### src/rtl/video_timing_pkg.sv
// Video timing descriptors, presets and FSM state encodings shared by
// the raster counter and the stream-to-video bridge.
package video_timing_pkg;

    typedef struct packed {
        logic [15:0] h_active;
        logic [15:0] h_front;
        logic [15:0] h_sync;
        logic [15:0] h_back;
        logic [15:0] v_active;
        logic [15:0] v_front;
        logic [15:0] v_sync;
        logic [15:0] v_back;
    } video_timing_t;

    localparam video_timing_t TIMING_1280X720_60 = '{
        h_active: 16'd1280, h_front: 16'd110, h_sync: 16'd40, h_back: 16'd220,
        v_active: 16'd720,  v_front: 16'd5,   v_sync: 16'd5,  v_back: 16'd20
    };

    localparam video_timing_t TIMING_640X480_60 = '{
        h_active: 16'd640, h_front: 16'd16, h_sync: 16'd96, h_back: 16'd48,
        v_active: 16'd480, v_front: 16'd10, v_sync: 16'd2,  v_back: 16'd33
    };

    localparam logic [1:0] ST_SEEK   = 2'd0;
    localparam logic [1:0] ST_ARMED  = 2'd1;
    localparam logic [1:0] ST_STREAM = 2'd2;
    localparam logic [1:0] ST_FLUSH  = 2'd3;

    function automatic int unsigned timing_total(input video_timing_t t,
                                                 input logic vertical);
        if (vertical)
            return 32'(t.v_active) + 32'(t.v_front)
                 + 32'(t.v_sync) + 32'(t.v_back);
        return 32'(t.h_active) + 32'(t.h_front)
             + 32'(t.h_sync) + 32'(t.h_back);
    endfunction

endpackage

### src/rtl/video_timing_counter.sv
// Free-running h/v raster counters with active-area and raw
// (active-high) sync decode.
module video_timing_counter
    import video_timing_pkg::*;
#(
    parameter video_timing_t TIMING = TIMING_1280X720_60,
    parameter int HW = $clog2(timing_total(TIMING, 1'b0)),
    parameter int VW = $clog2(timing_total(TIMING, 1'b1))
) (
    input  logic          clock,
    input  logic          reset,
    output logic [HW-1:0] h,
    output logic [VW-1:0] v,
    output logic          active,
    output logic          hsync,
    output logic          vsync
);

    localparam int unsigned H_TOTAL = timing_total(TIMING, 1'b0);
    localparam int unsigned V_TOTAL = timing_total(TIMING, 1'b1);
    localparam logic [HW-1:0] H_END = HW'(H_TOTAL - 1);
    localparam logic [VW-1:0] V_END = VW'(V_TOTAL - 1);

    localparam int unsigned HA  = 32'(TIMING.h_active);
    localparam int unsigned VA  = 32'(TIMING.v_active);
    localparam int unsigned HS0 = HA + 32'(TIMING.h_front);
    localparam int unsigned HS1 = HS0 + 32'(TIMING.h_sync);
    localparam int unsigned VS0 = VA + 32'(TIMING.v_front);
    localparam int unsigned VS1 = VS0 + 32'(TIMING.v_sync);

    logic [31:0] h_wide;
    logic [31:0] v_wide;

    always_ff @(posedge clock) begin
        if (reset) begin
            h <= '0;
            v <= '0;
        end else if (h == H_END) begin
            h <= '0;
            v <= (v == V_END) ? '0 : v + 1'b1;
        end else begin
            h <= h + 1'b1;
        end
    end

    // Widened copies keep sync bounds exact even when a window ends at the total
    assign h_wide = 32'(h);
    assign v_wide = 32'(v);

    assign active = (h_wide < HA) && (v_wide < VA);
    assign hsync  = (h_wide >= HS0) && (h_wide < HS1);
    assign vsync  = (v_wide >= VS0) && (v_wide < VS1);

endmodule

### src/rtl/stream_to_video.sv
// Locks an SOF/EOL framed valid/ready pixel stream onto a free-running
// raster and drives registered DE/sync/RGB for the DVI encoder.
module stream_to_video
    import video_timing_pkg::*;
#(
    parameter int          H_ACTIVE   = 1280,
    parameter int          H_FRONT    = 110,
    parameter int          H_SYNC     = 40,
    parameter int          H_BACK     = 220,
    parameter int          V_ACTIVE   = 720,
    parameter int          V_FRONT    = 5,
    parameter int          V_SYNC     = 5,
    parameter int          V_BACK     = 20,
    parameter logic        SYNC_POL   = 1'b1,
    parameter logic [23:0] FILL_COLOR = 24'h000000
) (
    input  logic        clock,
    input  logic        reset,
    input  logic        pixel_valid,
    output logic        pixel_ready,
    input  logic [23:0] pixel_data,
    input  logic        pixel_user,
    input  logic        pixel_last,
    output logic        video_de,
    output logic        video_hsync,
    output logic        video_vsync,
    output logic [23:0] video_data,
    output logic        locked,
    output logic        underflow
);

    localparam video_timing_t TIMING = '{
        h_active: 16'(H_ACTIVE), h_front: 16'(H_FRONT),
        h_sync:   16'(H_SYNC),   h_back:  16'(H_BACK),
        v_active: 16'(V_ACTIVE), v_front: 16'(V_FRONT),
        v_sync:   16'(V_SYNC),   v_back:  16'(V_BACK)
    };
    localparam int HW = $clog2(timing_total(TIMING, 1'b0));
    localparam int VW = $clog2(timing_total(TIMING, 1'b1));
    localparam logic [HW-1:0] H_LAST = HW'(H_ACTIVE - 1);
    localparam logic [VW-1:0] V_LAST = VW'(V_ACTIVE - 1);

    logic [HW-1:0] h;
    logic [VW-1:0] v;
    logic          active;
    logic          hs;
    logic          vs;

    logic [1:0] state;
    logic [1:0] state_next;
    logic       at_origin;
    logic       line_end;
    logic       frame_end;
    logic       taking;
    logic       framing_err;
    logic       drop_lock;

    video_timing_counter #(
        .TIMING (TIMING),
        .HW     (HW),
        .VW     (VW)
    ) u_timing (
        .clock  (clock),
        .reset  (reset),
        .h      (h),
        .v      (v),
        .active (active),
        .hsync  (hs),
        .vsync  (vs)
    );

    assign at_origin = (h == '0) && (v == '0);
    assign line_end  = (h == H_LAST);
    assign frame_end = line_end && (v == V_LAST);

    // ARMED hands its held SOF beat over exactly at the origin
    assign taking = (state == ST_STREAM)
                 || ((state == ST_ARMED) && at_origin);

    assign framing_err = (pixel_last != line_end)
                      || (pixel_user && !at_origin);

    always_comb begin
        pixel_ready = 1'b1;
        if (!reset) begin
            unique case (state)
                ST_SEEK:   pixel_ready = !(pixel_valid && pixel_user);
                ST_ARMED:  pixel_ready = at_origin;
                ST_STREAM: pixel_ready = active;
                default:   pixel_ready = 1'b1;
            endcase
        end
    end

    always_comb begin
        state_next = state;
        drop_lock  = 1'b0;
        unique case (state)
            ST_SEEK:  if (pixel_valid && pixel_user) state_next = ST_ARMED;
            ST_FLUSH: if (at_origin) state_next = ST_SEEK;
            default:  ;
        endcase
        if (taking && active) begin
            if (!pixel_valid || framing_err) begin
                drop_lock  = 1'b1;
                state_next = ST_FLUSH;
            end else if (frame_end) begin
                state_next = ST_SEEK;
            end else begin
                state_next = ST_STREAM;
            end
        end
    end

    always_ff @(posedge clock) begin
        if (reset) begin
            state       <= ST_SEEK;
            video_de    <= 1'b0;
            video_hsync <= !SYNC_POL;
            video_vsync <= !SYNC_POL;
            video_data  <= '0;
            underflow   <= 1'b0;
        end else begin
            state       <= state_next;
            video_de    <= active;
            video_hsync <= !(hs ^ SYNC_POL);
            video_vsync <= !(vs ^ SYNC_POL);
            underflow   <= drop_lock;
            if (!active)
                video_data <= '0;
            else if (taking && pixel_valid)
                video_data <= pixel_data;
            else
                video_data <= FILL_COLOR;
        end
    end

    assign locked = (state == ST_STREAM);

endmodule
### config.mk
export PLATFORM = sky130hd
export DESIGN_NAME = stream_to_video
export DESIGN_NICKNAME = d
export VERILOG_FILES = /design/src/rtl/video_timing_pkg.sv /design/src/rtl/video_timing_counter.sv /design/src/rtl/stream_to_video.sv
export SDC_FILE = /design/constraint.sdc
export NUM_CORES = 1
export LEC_CHECK = 0
export BUFFER_PORTS_ARGS = -buffer_cell sky130_fd_sc_hd__buf_2
export CAP_MARGIN = 5
export CORE_UTILIZATION = 40
export DETAILED_ROUTE_END_ITERATION = 6
export GPL_TIMING_DRIVEN = 0
export HOLD_SLACK_MARGIN = 0.1
export PLACE_DENSITY_LB_ADDON = 0.08
export SYNTH_ARGS = -nofsm -noshare
export SYNTH_HDL_FRONTEND = slang
export SYNTH_HIERARCHICAL = 1
export SYNTH_SLANG_ARGS = --single-unit
### constraint.sdc
create_clock -name clock -period 2.3 [get_ports clock]
set_input_delay 0.115 -clock clock [delete_from_list [all_inputs] [get_ports clock]]
set_output_delay 0.115 -clock clock [all_outputs]
set_load 0.02 [all_outputs]
==> flow_metrics.py <==
metrics = {
    "setup_path": {
        "crit_required_ns": 2.55,
        "crit_arrival_ns": 2.40,
        "worst_path_dominant_cell_family": "simple AND/OR/NAND/NOR gates",
        "cp-end-kind": "flip-flop",
        "crit_fanout": 10,
        "startpoint_type": "flip-flop",
        "crit_path_top_delay_cell": "or4_4",
        "path_cells": "or4_4 -> nor4_4 -> buf_4 -> and3b_2 -> o211a_4 -> buf_6 -> and2_1",
        "critPathBufInv": 2,
        "worstRegToRegCells": 7,
        "cp.depth": 7,
        "max_stage_delay_ns": 0.54,
        "crit_path_start": "u_timing/h[9]",
        "rr_startpoint": "u_timing/h[9]",
        "critical_path_class": "flip-flop to flip-flop",
    },
    "die": {
        "initial_utilization": 0.4281,
        "die_area_um2": 5944,
        "die_w_um": 77.10,
        "rows": 26,
        "core_area_um2": 5270,
        "ioPinCount": 59,
        "fp.dieH_um": 77.10,
    },
    "global_routing": {
        "grt-ovfl-total": 0,
        "grt_usage": 0.1752,
        "grt_start_max_net_pins": 17,
        "grt_pass1_vias": 1866,
        "antenna_found_initial": 0,
        "grt_pass1_wl_um": 8452,
    },
    "timing": {
        "rsz0062_at_grt": "no",
        "hold_viol": 0,
        "max_slew_margin": 0.7111,
        "fin_skew_ns": 0.009359,
        "period_share": 0.9351,
        "setup_violations": 0,
        "tightest_slew_ns": 0.4225,
        "tns_ns": 0,
        "slew_violations": 0,
        "post-route-min-period_ns": 2.151,
        "worst_slack_ns": 0.1493,
        "fmax_ghz": 0.4650,
    },
    "placement": {
        "port-buffer-count": 58,
        "dp_hpwl_um": 3323,
        "gp_congestion": 0.7468,
        "dp_slack_ns": 0.1995,
        "placed_cell_area_um2": 2634,
        "dp_cells": 369,
    },
    "finish": {
        "post-route-cell-area_um2": 3004,
        "drive_gt1_frac": 0.2485,
        "fillCellCount": 515,
        "layout.nets": 367,
        "multi_input_area_um2": 1164,
        "fin_cells": 404,
        "final-seq-area_um2": 1022,
        "syn_to_final_growth_pct": 33.17,
        "antennaDiodeCount": 0,
    },
    "yosys": {
        "synthesis.instances": 241,
        "yosys_warnings": 6,
        "synth_area_um2": 2256,
        "syn_area_per_cell_um2": 9.361,
        "async_flop_share": 0,
        "ys.flop_type": "dfxtp_1",
        "synth.distinct_cells": 49,
        "ys_ff_latch": 51,
        "syn_nets": 275,
        "yosysSeqAreaShare": 0.4526,
        "synth_edf_count": 0,
    },
    "hold_path": {
        "min_path_cells": 3,
        "holdCritPathClass": "input port to flip-flop",
        "hold_start": "pixel_valid",
    },
    "drt": {
        "drc": 0,
        "vias": 1999,
        "drt_wl_total_um": 4891,
        "drt_iter0_markers": 83,
        "first_pass_iters": 4,
        "ant_nets": 0,
        "vias_per_cell": 4.948,
        "wl_per_cell_um": 12.11,
    },
    "clock_network": {
        "cts_sinks": 51,
        "clock_tree.buffer_depth": 2,
        "cts.clk_slew.worst_paths_ns": 0.09,
        "worst_skew_pair.late_latency_ns": 0.30,
        "cts_tree": "built",
        "h-tree-depth": 2,
        "numCtsBuffers": 5,
        "clock-root-buffer": "clkbuf_8",
    },
    "status": {
        "status": "finished clean",
    },
    "power_and_ir_drop": {
        "p_leak_nw": 1.275,
        "power_density_nw_per_um2": 565.3,
        "worst_ir_drop_vdd_v": 0.0003489,
    },
    "run": {
        "max_cap_viol_count": 0,
    },
}
==> Yosys cell counts, types with 5 or more instances <==
library cell  count  share of area
nand4_1           8          0.022
o21ai_0           8          0.018
nor2b_1           6          0.017
nand2b_1          5          0.014
nor4_1            6          0.017
xnor2_1           9          0.035
nand2_1          16          0.027
dfxtp_1          51           0.45
nand3_1           7          0.016
a21oi_1           7          0.016
clkbuf_1          5         0.0083
ha_1              5          0.028
inv_1             5         0.0083
nor2_1           21          0.035
and2_1           25          0.069
nor3_1            5          0.011
==> where the power goes <==
group,switching [mW],total (mW),internal [mW]
clock network,0.289,0.534,0.246
registers,0.0125,0.922,0.910
logic,0.118,0.242,0.124
==> per-stage QoR <==
stage	hold slack (ns)	total power, mW	utilization
floorplan	0.1866	1.076	-
global placement	0.3140	1.143	0.4998
detailed placement	0.3166	1.144	0.4998
CTS	0.2694	1.720	0.5660
global route	0.2928	1.792	0.5700
finish	0.2765	1.698	0.5700
==> sequential cells by signal (all words and copies together) (netlist names) <==
| register | cells |
|---|---|
| video_de | 1 |
| u_timing/h | 11 |
| state | 2 |
| video_vsync | 1 |
| u_timing/v | 10 |
| underflow | 1 |
| video_data | 24 |
| video_hsync | 1 |
==> metal layers <==
layer / GRT usage / vias to the layer above / wire [um]
met3: 0.03690 / 5 / 172
met1: 0.2226 / 927 / 2291
met4: 0.05094 / 0 / 38
li1: - / 1029 / -
met2: 0.2973 / 38 / 2389
met5: 0 / - / 0
==> cell usage in the layout (no fill, tap or decap), drive strengths merged, types with 2 or more instances in the layout <==
| cell type | instances |
|---|---|
| ha | 5 |
| nand4 | 8 |
| o31ai | 2 |
| nand3 | 8 |
| or4 | 3 |
| inv | 5 |
| or3 | 4 |
| a31oi | 3 |
| clkbuf | 11 |
| a21o | 2 |
| buf | 64 |
| nand2 | 16 |
| xor2 | 4 |
| a21boi | 2 |
| xnor2 | 9 |
| o21ai | 8 |
| nand3b | 2 |
| nor4 | 7 |
| and3 | 3 |
| and2b | 2 |
| nor3 | 6 |
| dlygate4sd3 | 25 |
| nor2 | 21 |
| nor2b | 6 |
| and2 | 25 |
| dfxtp | 51 |
| a21oi | 7 |
| nand2b | 5 |
| o211a | 3 |
==> timing repair <==
action	4_1_cts	5_1_grt
hold buffers	25	0
setup endpoints to repair	0	21
hold endpoints to repair	25	0
resized for setup	0	2
buffers inserted	0	2
==> logic make-up after synthesis <==
group | synth area share
compound gates | 0.09706
mux | 0.004991
xor+xnor | 0.05047
fa+ha+maj | 0.03217
flops | 0.4526
simple gates | 0.3289
buf+inv | 0.03383
==> final timing paths <==
| path | end | slack (ns) |
|---|---|---|
| max | video_data[9] | 0.15 |
| min | video_data[2] | 0.28 |
| max reg2reg | video_data[9] | 0.15 |
| min reg2reg | u_timing/h[0] | 0.53 |
==> worst reg2reg max path, delay by kind of cell, from the launching register on <==
| family | cells | cell delay (ns) |
|---|---|---|
| buffers and inverters | 2 | 0.31 |
| AOI/OAI and AO/OA | 1 | 0.20 |
| and+or+nand+nor | 4 | 1.20 |
| DFF | 1 | 0.39 |
==> area by class of cell <==
cell class / instances / area share
well taps: 70 / 0.02915
multi-input cells: 176 / 0.3873
inverters: 5 / 0.006247
repair buffers: 85 / 0.1849
clock inverters: 2 / 0.005414
flip-flops and latches: 51 / 0.3403
clock buffers: 6 / 0.02749
plain buffers: 9 / 0.01916
Note: power is estimated with default switching activity, not from simulation.
